==> config.mk <==
export PLATFORM = sky130hd
export DESIGN_NAME = mul_div_controller
export DESIGN_NICKNAME = d
export VERILOG_FILES = /design/src/rtl/mul_div_controller_pkg.sv /design/src/rtl/mul_div_step.sv /design/src/rtl/mul_div_controller.sv
export SDC_FILE = /design/constraint.sdc
export NUM_CORES = 1
export LEC_CHECK = 0
export BUFFER_PORTS_ARGS = -buffer_cell sky130_fd_sc_hd__buf_2
export CAP_MARGIN = 20
export CELL_PAD_IN_SITES_DETAIL_PLACEMENT = 1
export CELL_PAD_IN_SITES_GLOBAL_PLACEMENT = 1
export CORE_MARGIN = 2
export CORE_UTILIZATION = 40
export DETAILED_ROUTE_END_ITERATION = 16
export GPL_TIMING_DRIVEN = 1
export PLACE_DENSITY = 0.77
export RECOVER_POWER = 100
export SYNTH_ARGS = -nofsm -noshare
export SYNTH_HDL_FRONTEND = slang
export SYNTH_HIERARCHICAL = 1
export SYNTH_SLANG_ARGS = --single-unit
export TNS_END_PERCENT = 5
==> constraint.sdc <==
create_clock -name clk -period 3.03 [get_ports clk]
set_input_delay 0.606 -clock clk [delete_from_list [all_inputs] [get_ports clk]]
set_output_delay 0.606 -clock clk [all_outputs]
set_load 0.02 [all_outputs]
==> src/rtl/mul_div_controller_pkg.sv <==
// Shared encodings for the iterative multiply/divide unit.
package mul_div_controller_pkg;

  typedef enum logic [1:0] {
    OP_MULT  = 2'b00,
    OP_MULTU = 2'b01,
    OP_DIV   = 2'b10,
    OP_DIVU  = 2'b11
  } op_t;

  typedef enum logic [1:0] {
    ST_IDLE = 2'b00,
    ST_RUN  = 2'b01,
    ST_FIX  = 2'b10
  } state_t;

  function automatic logic is_div(input op_t op);
    return (op == OP_DIV) || (op == OP_DIVU);
  endfunction

  function automatic logic is_signed_op(input op_t op);
    return (op == OP_MULT) || (op == OP_DIV);
  endfunction

endpackage

==> src/rtl/mul_div_step.sv <==
// One iteration of shift-add multiply or restoring divide on unsigned magnitudes.
module mul_div_step
  import mul_div_controller_pkg::*;
#(
  parameter int WIDTH = 32
) (
  input  op_t              op,
  input  logic [WIDTH-1:0] acc,
  input  logic [WIDTH-1:0] mq,
  input  logic [WIDTH-1:0] opnd,
  output logic [WIDTH-1:0] acc_nxt,
  output logic [WIDTH-1:0] mq_nxt
);

  logic [WIDTH:0] sum;
  logic [WIDTH:0] rem_sh;
  logic [WIDTH:0] diff;

  always_comb begin
    sum     = {1'b0, acc} + (mq[0] ? {1'b0, opnd} : '0);
    rem_sh  = {acc, mq[WIDTH-1]};
    diff    = rem_sh - {1'b0, opnd};
    acc_nxt = '0;
    mq_nxt  = '0;
    if (is_div(op)) begin
      // Remainder stays below the divisor, so the dropped top bit of rem_sh is
      // only ever set when the subtraction succeeds.
      if (!diff[WIDTH]) begin
        acc_nxt = diff[WIDTH-1:0];
        mq_nxt  = {mq[WIDTH-2:0], 1'b1};
      end else begin
        acc_nxt = rem_sh[WIDTH-1:0];
        mq_nxt  = {mq[WIDTH-2:0], 1'b0};
      end
    end else begin
      {acc_nxt, mq_nxt} = {sum, mq[WIDTH-1:1]};
    end
  end

endmodule

==> src/rtl/mul_div_controller.sv <==
// Multi-cycle MULT/MULTU/DIV/DIVU unit owning HI/LO, with hazard stall output.
module mul_div_controller
  import mul_div_controller_pkg::*;
#(
  parameter int WIDTH = 32,
  parameter int CNT_W = 6
) (
  input  logic             clk,
  input  logic             rst_n,
  input  logic             start_e,
  input  logic [1:0]       op_e,
  input  logic [WIDTH-1:0] src_a_e,
  input  logic [WIDTH-1:0] src_b_e,
  input  logic             read_hilo_d,
  input  logic             flush,
  output logic             busy,
  output logic             hilo_stall,
  output logic [WIDTH-1:0] hi,
  output logic [WIDTH-1:0] lo,
  output logic             done,
  output logic             div_by_zero
);

  state_t             state, state_nxt;
  op_t                op_in, op_q;
  logic [CNT_W-1:0]   cnt;
  logic               neg_q, neg_r;
  logic [WIDTH-1:0]   acc, mq, opnd;
  logic [WIDTH-1:0]   acc_step, mq_step;
  logic [WIDTH-1:0]   mag_a, mag_b;
  logic               accept, zero_div;
  logic [2*WIDTH-1:0] prod_fix;
  logic [WIDTH-1:0]   quo_fix, rem_fix;

  assign op_in    = op_t'(op_e);
  assign accept   = start_e && (state == ST_IDLE) && !flush;
  assign zero_div = accept && is_div(op_in) && (src_b_e == '0);

  assign mag_a = (is_signed_op(op_in) && src_a_e[WIDTH-1]) ? -src_a_e : src_a_e;
  assign mag_b = (is_signed_op(op_in) && src_b_e[WIDTH-1]) ? -src_b_e : src_b_e;

  assign busy       = (state == ST_RUN) || (state == ST_FIX);
  assign hilo_stall = busy && read_hilo_d;

  mul_div_step #(.WIDTH(WIDTH)) u_step (
    .op      (op_q),
    .acc     (acc),
    .mq      (mq),
    .opnd    (opnd),
    .acc_nxt (acc_step),
    .mq_nxt  (mq_step)
  );

  always_comb begin
    prod_fix = neg_q ? -{acc, mq} : {acc, mq};
    quo_fix  = neg_q ? -mq : mq;
    rem_fix  = neg_r ? -acc : acc;
  end

  always_comb begin
    state_nxt = state;
    unique case (state)
      ST_IDLE: if (accept && !zero_div) state_nxt = ST_RUN;
      ST_RUN:  if (cnt == CNT_W'(WIDTH - 1)) state_nxt = ST_FIX;
      ST_FIX:  state_nxt = ST_IDLE;
      default: state_nxt = ST_IDLE;
    endcase
    if (flush) state_nxt = ST_IDLE;
  end

  always_ff @(posedge clk) begin
    if (!rst_n) begin
      state       <= ST_IDLE;
      op_q        <= OP_MULT;
      cnt         <= '0;
      neg_q       <= 1'b0;
      neg_r       <= 1'b0;
      acc         <= '0;
      mq          <= '0;
      opnd        <= '0;
      hi          <= '0;
      lo          <= '0;
      done        <= 1'b0;
      div_by_zero <= 1'b0;
    end else begin
      state       <= state_nxt;
      done        <= 1'b0;
      div_by_zero <= zero_div;
      if (accept) begin
        op_q  <= op_in;
        neg_q <= is_signed_op(op_in) && (src_a_e[WIDTH-1] ^ src_b_e[WIDTH-1]);
        neg_r <= is_signed_op(op_in) && src_a_e[WIDTH-1];
        acc   <= '0;
        mq    <= mag_a;
        opnd  <= mag_b;
        cnt   <= '0;
      end
      if ((state == ST_RUN) && !flush) begin
        acc <= acc_step;
        mq  <= mq_step;
        cnt <= cnt + 1'b1;
      end
      if ((state == ST_FIX) && !flush) begin
        if (is_div(op_q)) begin
          hi <= rem_fix;
          lo <= quo_fix;
        end else begin
          {hi, lo} <= prod_fix;
        end
        done <= 1'b1;
      end
    end
  end

endmodule
# After elaboration in Yosys (flattened, before gate mapping)
# Cells that the tools add are included.
[totals]
regBits = 174
[classes]
add_sub_neg = 8
eq_ne = 9
mux = 22
bitwise = 2
reduce_logical = 23
[op_table]
columns = ["cell", "n"]
rows = [
  ["2-to-1 mux 32 bit", 14],
  ["negation 32 bit", 4],
  ["2-to-1 mux 64 bit", 1],
  ["negation 64 bit", 1],
  ["adder 32 x 33 -> 33 bit", 1],
  ["subtractor 33 x 32 -> 33 bit", 1],
  ["zero test 32 bit", 1],
  ["2-to-1 mux 6 bit", 2],
  ["logical AND 1 bit", 11],
  ["equality test 2 bit (second input constant)", 5],
  ["adder 6 x 1 -> 6 bit (second input constant)", 1],
  ["equality test 6 x 5 -> 1 bit (second input constant)", 1],
  ["zero test 2 bit", 2],
  ["logical OR 1 bit", 4],
  ["2-to-1 mux 2 bit", 2],
  ["!= test 2 x 1 -> 1 bit (second input constant)", 2],
  ["one-hot mux 2 bit (2 select lines)", 1],
  ["equality test 2 x 1 -> 1 bit (second input constant)", 1],
  ["zero test 1 bit", 2],
  ["2-to-1 mux 1 bit", 2],
  ["AND reduction 2 bit", 1],
  ["nonzero test 2 bit", 1],
  ["OR reduction 2 bit", 1],
  ["inverter 1 bit", 1],
  ["XOR 1 bit", 1],
]

# Logic depth before layout (Yosys ltp)
# Gate-level depths: netlist of run 1.
[logic_depth]
ltp_word = 9
depth_mapped = 15

# Cells and area by module
# The synthesis of run 1 kept the hierarchy.
[by_module_without_submodules]
columns = ["module", "instances", "cells_each", "area_each_um2", "seq_area_each_um2"]
rows = [
  ["mul_div_controller", 1, 1232, 9576.7, 3483.3],
  ["mul_div_step", 1, 663, 4568.1, 0.0],
]

# Worst setup path before layout of run 1
# OpenSTA, ideal clock, no wires.
[synth_path]
path_type = "register -> register"
from = "register mq[31]"
to = "register acc[24]"
t_arrival_ps = 2889
slack_ps = 9
stages_incl_launch_ff = 16
n_path_buf = 1
cell_sequence = "dfxtp_1 -> inv_1 -> ha_1 -> fa_1 -> nand2b_1 -> a21oi_1 -> o21ai_1 -> o21ai_2 -> a31oi_4 -> a21oi_4 -> xor2_4 -> buf_6 -> mux2i_1 -> mux2i_1 -> nand2_1 -> a21oi_1"
[synth_via]
elab_chain_len = 4
[synth_rtl]
columns = ["item", "line_no", "rtl"]
rows = [
  ["start, declared", "mul_div_controller.sv:28", "logic [WIDTH-1:0] acc, mq, opnd;"],
  ["start signal, assigned", "mul_div_controller.sv:94", "mq <= mag_a;"],
  ["start signal, assigned", "mul_div_controller.sv:100", "mq <= mq_step;"],
  ["subtractor 33 x 32 -> 33 bit", "mul_div_step.sv:22", "diff = rem_sh - {1'b0, opnd};"],
  ["2-to-1 mux 32 bit", "mul_div_step.sv:28", "if (!diff[WIDTH]) begin"],
  ["2-to-1 mux 32 bit", "mul_div_step.sv:25", "if (is_div(op)) begin"],
  ["via acc_step[24]", "mul_div_controller.sv:29", "logic [WIDTH-1:0] acc_step, mq_step;"],
  ["2-to-1 mux 32 bit", "mul_div_controller.sv:98", "if ((state == ST_RUN) && !flush) begin"],
  ["end signal, assigned", "mul_div_controller.sv:99", "acc <= acc_step;"],
  ["end, declared", "mul_div_controller.sv:28", ""],
]
# The timed path passes the listed nets, and every way through them passes these cells.
# A chain may end at the register's enable or synchronous reset.

# Worst setup path in the final report of run 1
[layout_path]
from = "register opnd[13]"
to = "register acc[26]"
[layout_via]
elab_chain_len = 4
elab_cells_between_ends = 6
cone_classes = "add/sub (2); mux (4)"
[layout_rtl]
columns = ["item", "line_no", "rtl"]
rows = [
  ["start, declared", "mul_div_controller.sv:28", ""],
  ["start signal, assigned", "mul_div_controller.sv:95", "opnd <= mag_b;"],
  ["2-to-1 mux 32 bit / subtractor 33 x 32 -> 33 bit (equally long branches)", "mul_div_step.sv:20, mul_div_step.sv:22", ""],
  ["adder 32 x 33 -> 33 bit / 2-to-1 mux 32 bit (equally long branches)", "mul_div_step.sv:20, mul_div_step.sv:28", ""],
  ["2-to-1 mux 32 bit *", "mul_div_step.sv:25", ""],
  ["via acc_step[26]", "mul_div_controller.sv:29", ""],
  ["2-to-1 mux 32 bit *", "mul_div_controller.sv:98", ""],
]
# The timed path passes the listed nets; every way through them passes the cells marked *.

==> metrics list, run 1 <==
- Worst-path maximum fanout: 3
- The multi-input combinational cells in the finished layout cover a total of 10,400 µm².
* Register Area: 3500 µm²
- Post-route antenna net violation count: 0
- Routability congestion estimate from global placement: 0.925
- Buffer type at the clock tree root: clkbuf_16
* DRC marker count from the first detailed-route iteration: 1,016
- Crit path required time: 3.42 ns
- The worst hold path passes through 3 cells.
- Drt total wl: 57,400 µm
- Final cell utilization of the core: 51.1%
- TritonCTS clock tree: yes
- The first global-routing pass estimated 87,100 µm of wire.
- All-layer global routing usage: 30.1%
* H-tree levels: 4
- In this run the critical register-to-register path is launched from opnd[13].
- Clock-pin slew was measured on the worst setup and hold paths at 0.07 ns.
- Maximum operating frequency: 311 MHz
- Via count normalized by instance count: 6.02
- During synthesis, Yosys emitted a total of 6 warnings.
* Post-synthesis net count: 2,038
- The floorplan step defined a die boundary enclosing 36,800 µm².
- Post-synthesis instance total: 1,891
- DR vias: 15,700
* Via count of the first global-routing pass: 15,700
- Worst slew margin relative to its limit: 31.3%
* PD cells: 362 nW/µm²
- Setup repair after global routing could not meet its margin everywhere.
* Setup Skew: 0.0156 ns
* Worst reg-to-reg setup slack: -0.19 ns
- STA classifies the critical path startpoint as a register.
- Post-placement cell count: 2,565
- CTS Buf Count: 17
- At the later pin of the worst-skew pair, clock insertion delay measures 0.47 ns.
* Vertical die dimension: 192 µm
- Core Area: 34,600 µm²
- Number of endpoints with negative hold slack in the final report: 0
- The worst register-to-register path ends at acc[26].
- Global routing finished with a remaining overflow of 0.
* Final period util: 106%
- Longest Clk Path Bufs: 2
- Max-Cap Viols: 0
- The first detailed-routing pass took 5 iterations.
* Count of buffers from port buffering: 138
* Area growth syn-to-layout: 25.3%
* Worst setup slack after layout: -0.189 ns
- The layout has 4,337 filler cells.
* Average wire per standard cell: 22.0 µm
- Buffers inserted to repair hold after CTS numbered 0.
- VDD sags by at most 0.425 mV.
- The initial utilization of the core area, before any placement, comes to 40.8%.
- The number of antenna violations at the first check in global routing came to 0.
* Leakage power of the design: 0.00696 µW
- Hold Crit Class: in2reg
- The die is 192 µm wide.
- The finished cells cover 17,700 µm².
- Row generation in the floorplan step produced 68 rows.
- After legalization and detailed placement, the total HPWL measured 42,400 µm.
- Counting I/O delays and the setup requirement, the final critical path takes 3.22 ns.
- Proportion of layout cells with a drive suffix above 1: 22.0%
* Critical path capture point type: register
- Violated checks: negative setup slack
* Area after detailed placement: 16,500 µm²
* Post-synthesis average cell area: 7.46 µm²
* Logic depth of the worst register-to-register path: 17
- Endpoint arrival time on the critical path: 3.61 ns
- Actual slew at the worst max-slew pin: 1.03 ns
- For this design the top-level I/O count stands at 139.
* Non-filler instance count after layout: 2,612
* Post-synthesis instance area: 14,100 µm²
* Final-report setup violation count: 6
- Worst hold start: op_e[1]
- In the routed design, unresolved DRC markers number 0.
- Critical path type: reg2reg
- Result of the run: finished, violations left
* Final Max Slew Viols: 0
- The worst hold path terminates at op_q[1].
- Final layout net count: 2,290
- Largest net degree at the start of global routing: 82
* Count of clock tree sinks: 173
-- registers in the layout (all words and copies together), names as in the netlist --
name and cells:
mq 32, neg_r 1, op_q 1, lo 32
acc 32, hi 32, opnd 32, state 2
neg_q 1, done 1, cnt 6, div_by_zero 1
-- layout make-up --
type / count / share of cell area [%]
multi-input cells: 1535 / 58.9
flip-flops and latches: 173 / 19.8
repair buffers: 353 / 13.3
well taps: 455 / 3.22
clock buffers: 23 / 2.70
inverters: 63 / 1.34
clock inverters: 9 / 0.700
diodes: 1 / 0.0142
-- what timing repair did --
action                     in CTS  in global routing
gates cloned                    1                  0
pin swaps                      14                 22
gates resized for setup        43                 68
buffers inserted                7                  6
setup endpoints to repair      32                 33
-- power by group --
part           total, µW  switching [µW]  internal, µW
Sequential          2440             103          2340
Combinational       1600             948           648
Clock               2360            1060          1300
-- metal layers --
metal / routed length, µm / global-route usage [%] / vias to the layer above
met1: 26000 / 41.1 / 7695
met5: 0 / 0 / -
li1: - / - / 7371
met2: 26300 / 49.2 / 540
met4: 1630 / 9.23 / 0
met3: 3490 / 4.11 / 106
-- stage by stage --
step	setup slack, ns	setup TNS, ns	hold WS, ns	power, µW
4_1_cts	-0.0155	-0.0341	0.392	6320
3_5_place_dp	-0.312	-5.63	0.443	3940
3_3_place_gp	-0.213	-1.47	0.431	3890
6_report	-0.189	-0.435	0.401	6400
5_1_grt	-0.228	-3.33	0.432	6620
2_1_floorplan	0.00899	0	0.440	3360
-- how the worst max path moves through the flow --
stage / from / end / slack [ns]
2_1_floorplan: mq[31] / acc[24] / 0.009
3_3_place_gp: mq[0] / acc[29] / -0.21
3_5_place_dp: mq[0] / acc[30] / -0.31
4_1_cts: opnd[17] / acc[26] / -0.02
5_1_grt: acc[12] / acc[26] / -0.23
6_report: opnd[13] / acc[26] / -0.19
-- worst max-delay path: stages (launching register included) --
cell      delay [ns]
dfxtp_4         0.40
inv_1           0.06
ha_2            0.31
a21oi_2         0.20
o21ai_2         0.10
nor4_2          0.27
buf_4           0.16
o21ai_2         0.07
buf_4           0.15
a221oi_4        0.28
buf_4           0.16
o21bai_1        0.06
a21oi_1         0.22
buf_4           0.16
o32a_1          0.15
o311a_1         0.18
nand2_1         0.08
a21oi_2         0.13
-- placed cells by master, fill, tap and decap left out, types with 15 or more instances in the layout --
cell type,count
a211oi_1,46
a21o_1,23
a21oi_1,157
a31oi_1,49
and2_1,34
and3_1,16
buf_2,72
buf_4,197
clkbuf_1,69
clkbuf_16,17
dfxtp_1,154
ha_1,57
ha_4,15
inv_1,60
mux2_2,32
mux2i_1,25
nand2_1,203
nand2b_1,15
nand3_1,79
nand4_1,21
nor2_1,157
nor3_1,46
nor4_1,16
o211ai_1,15
o21ai_0,95
o31ai_1,31
or3_1,19
or4_1,15
xnor2_1,76
xor2_1,82
(Power assumes the default switching activity.)
==> run 2: changes to the inputs <==
- ABC_AREA: not set -> 1
- CORE_UTILIZATION: 40 -> 38
- PLACE_DENSITY: 0.77 -> 0.78
==> run 2 against run 1 <==
The run now ends clean. Sequential power grew 4%. Core utilization shrank 8.2 points. Count of clock-buffer cells in the layout shrank 6. Clock skew shrank 0.0010 ns.
==> metrics list, run 2 <==
- The flow ran to the end, and the final reports show no timing, DRC or antenna violations.
- Post-cts hold buffer count: 0 (unchanged)
* Maximum operating frequency: 344 MHz (+11%)
- CTS placed an instance of clkbuf_16 at the clock tree root.
- The total die area came to 46,800 µm² (+27%).
- The number of warnings printed during yosys synthesis came to 6 (unchanged).
- Post-route antenna net violation count: 0 (unchanged)
- The number of iterations in the first detailed-routing pass came to 7 (+2).
* Drt total wl: 74,000 µm (+29%)
- The met3 track utilization from global routing came to 3.85% (-0.27 points).
- The count of H-tree levels built during CTS was 4 (unchanged).
* Count of buffers from port buffering: 138 (unchanged)
* Setup slack at placement: 0.157 ns (+0.469 ns)
- Post-synthesis instance total: 3,084 (+63%)
- The transition time at the pin with the least slew margin was 1.22 ns (+0.191 ns).
- Later-pin clock latency in the skew report: 0.50 ns (+0.03 ns)
- The placer's final routability congestion estimate came to 1.00 (+8.3%).
- The minimum hold slack is 0.405 ns (+0.00365 ns).
- Starting Density: 38.6% (-2.1 points)
* Worst-path maximum fanout: 16 (+13)
- TritonCTS clock tree: yes
- The number of DRC markers after the initial detailed-route iteration came to 1,484 (+46%).
- In the layout the commonest cells are nand2_1, inv_1, nor2_1.
- After global routing, the most crowded layer is met2.
- The min-delay analysis places its worst path in the category in2reg.
- Compared with the post-synthesis result, the final layout area differs by 10.9%.
- The die span in x was 216 µm (+13%).
* Largest net degree at the start of global routing: 105 (+28%)
* Max-Cap Viols: 0 (unchanged)
- Number of antenna repair diodes: 0 (-1)
* Met2 Resource Use GR: 51.3% (+2.0 points)
- Met1 demand-to-capacity share in global routing: 41.7% (+0.65 points)
* Post-CTS setup buffers: 0 (-7)
- The average size of a mapped cell is 5.56 µm² (-25%).
- The relative slew slack was 18.6% (-13 points).
- Drc violations: 0 (unchanged)
- The number of top-level pins was 139 (unchanged).
* Number of inserted filler cells in the final layout: 6,391 (+47%)
- Worst setup slack after layout: 0.121 ns (+0.311 ns)
- The count of standard-cell rows is 77 (+13%).
- Count of clock tree sinks: 173 (unchanged)
- The final hold violation count is 0 (unchanged).
- Crit path required time: 3.39 ns (-0.03 ns)
* Core Area: 44,400 µm² (+28%)
* Setup Skew: 0.0146 ns (-0.00101 ns)
- CTS Buf Count: 17 (unchanged)
- PD cells: 355 nW/µm² (-1.7%)
- The share of post-route cells with drive strength above 1 came to 7.70% (-14 points).
- The overall die height was 216 µm (+13%).
* Post-synthesis instance area: 17,100 µm² (+22%)
* Via count of the first global-routing pass: 20,900 (+33%)
- Critical path capture point type: register
* DR vias: 20,900 (+33%)
* Setup repair after global routing missed its margin: true
- The detailed-route vias per instance is 5.48 (-8.9%).
* Clock-pin transition on the worst setup and hold timing paths: 0.07 ns (about the same)
* Average wire per standard cell: 19.4 µm (-12%)
* Longest Clk Path Bufs: 2 (unchanged)
- The critical path in this run is classified as reg2reg.
* Setup TNS: 0 ns (+0.435 ns)
- The number of antenna violations at the first check in global routing is 0 (unchanged).
- Placed wire-length estimate after detailed placement: 59,600 µm (+41%)
- The reported leakage power is 0.0100 µW (+44%).
- The wire length of the first global-routing pass was 116,000 µm (+33%).
- Final period util: 96.0% (-10 points)
- Most frequent standard cell in the layout excluding fill and tap cells: nand2_1
- The net total in the final layout came to 3,355 (+47%).
- All-layer global routing usage: 31.4% (+1.3 points)
* Category of the worst setup path launch point: register
- Endpoint arrival time on the critical path: 3.27 ns (-0.34 ns)
* Overflow left after global routing: 0 (unchanged)
- The final-report setup violation count came to 0 (-6).
* Worst voltage drop across the vdd grid: 0.415 mV (-2.3%)
- Final Max Slew Viols: 0 (unchanged)
- The final critical delay including setup and external delays came to 2.91 ns (-0.311 ns).
* Post-synthesis net count: 3,231 (+59%)
==> run 2: routing by layer <==
metal	vias up	wire, µm	share of wire (%)
li1	10000	-	-
met1	10100	33900	46
met5	-	0	0
met4	0	2990	4.0
met2	580	33500	45
met3	161	3630	4.9
==> run 2: area by class of cell <==
cell class | count | area, µm² | area share [%]
clock inverter | 15 | 150 | 0.789
sequential | 173 | 3460 | 18.2
tap | 592 | 741 | 3.89
clock buffer | 17 | 425 | 2.24
inverter | 441 | 1660 | 8.72
multi-input combinational | 2375 | 11500 | 60.5
timing repair buffer | 200 | 1070 | 5.64
==> run 2: final timing paths <==
path	startpoint	endpoint	slack [ns]	depth (start not counted)
max	mq[31]	acc[30]	0.12	19
min	src_b_e[24]	opnd[24]	0.40	3
max reg2reg	mq[31]	acc[30]	0.12	19
min reg2reg	cnt[5]	cnt[5]	0.49	2
==> run 2: critical path, cell delays in order, from the launching register on <==
cell and delay, ns:
dfxtp_1 0.38, inv_1 0.09, ha_1 0.25, fa_1 0.47, inv_1 0.11, nand2_1 0.07, nand2_1 0.09, nand3_1 0.09
nand2_2 0.13, nand2_2 0.08, nand2_4 0.07, nand2_4 0.08, nand2_4 0.11, nand2_4 0.15, nand3_1 0.27, nand2_1 0.09
nand2_1 0.07, nand2_1 0.05, nand2_1 0.06, a21oi_1 0.07
==> run 2: what timing repair did <==
item / in CTS / in global routing
hold endpoints to repair: 0 / 0
gates resized for setup: 0 / 3
setup endpoints to repair: 0 / 20
==> run 2: where the power goes <==
part | total, µW | internal, µW | switching [µW]
registers | 2540 | 2380 | 163
logic | 1950 | 562 | 1390
clock network | 2260 | 1090 | 1180
total | 6760 | 4030 | 2730
==> run 2: through the flow <==
stage | instances | power, µW | utilization, % | instance area, µm²
after global routing | 3813 | 7100 | 42.8 | 19000
after CTS | 3813 | 6810 | 43.2 | 19200
final | 3813 | 6760 | 42.8 | 19000
after global placement | 3781 | 4490 | 41.9 | 18600
after detailed placement | 3781 | 4550 | 41.9 | 18600
after floorplan | 3084 | 3840 | - | 17100
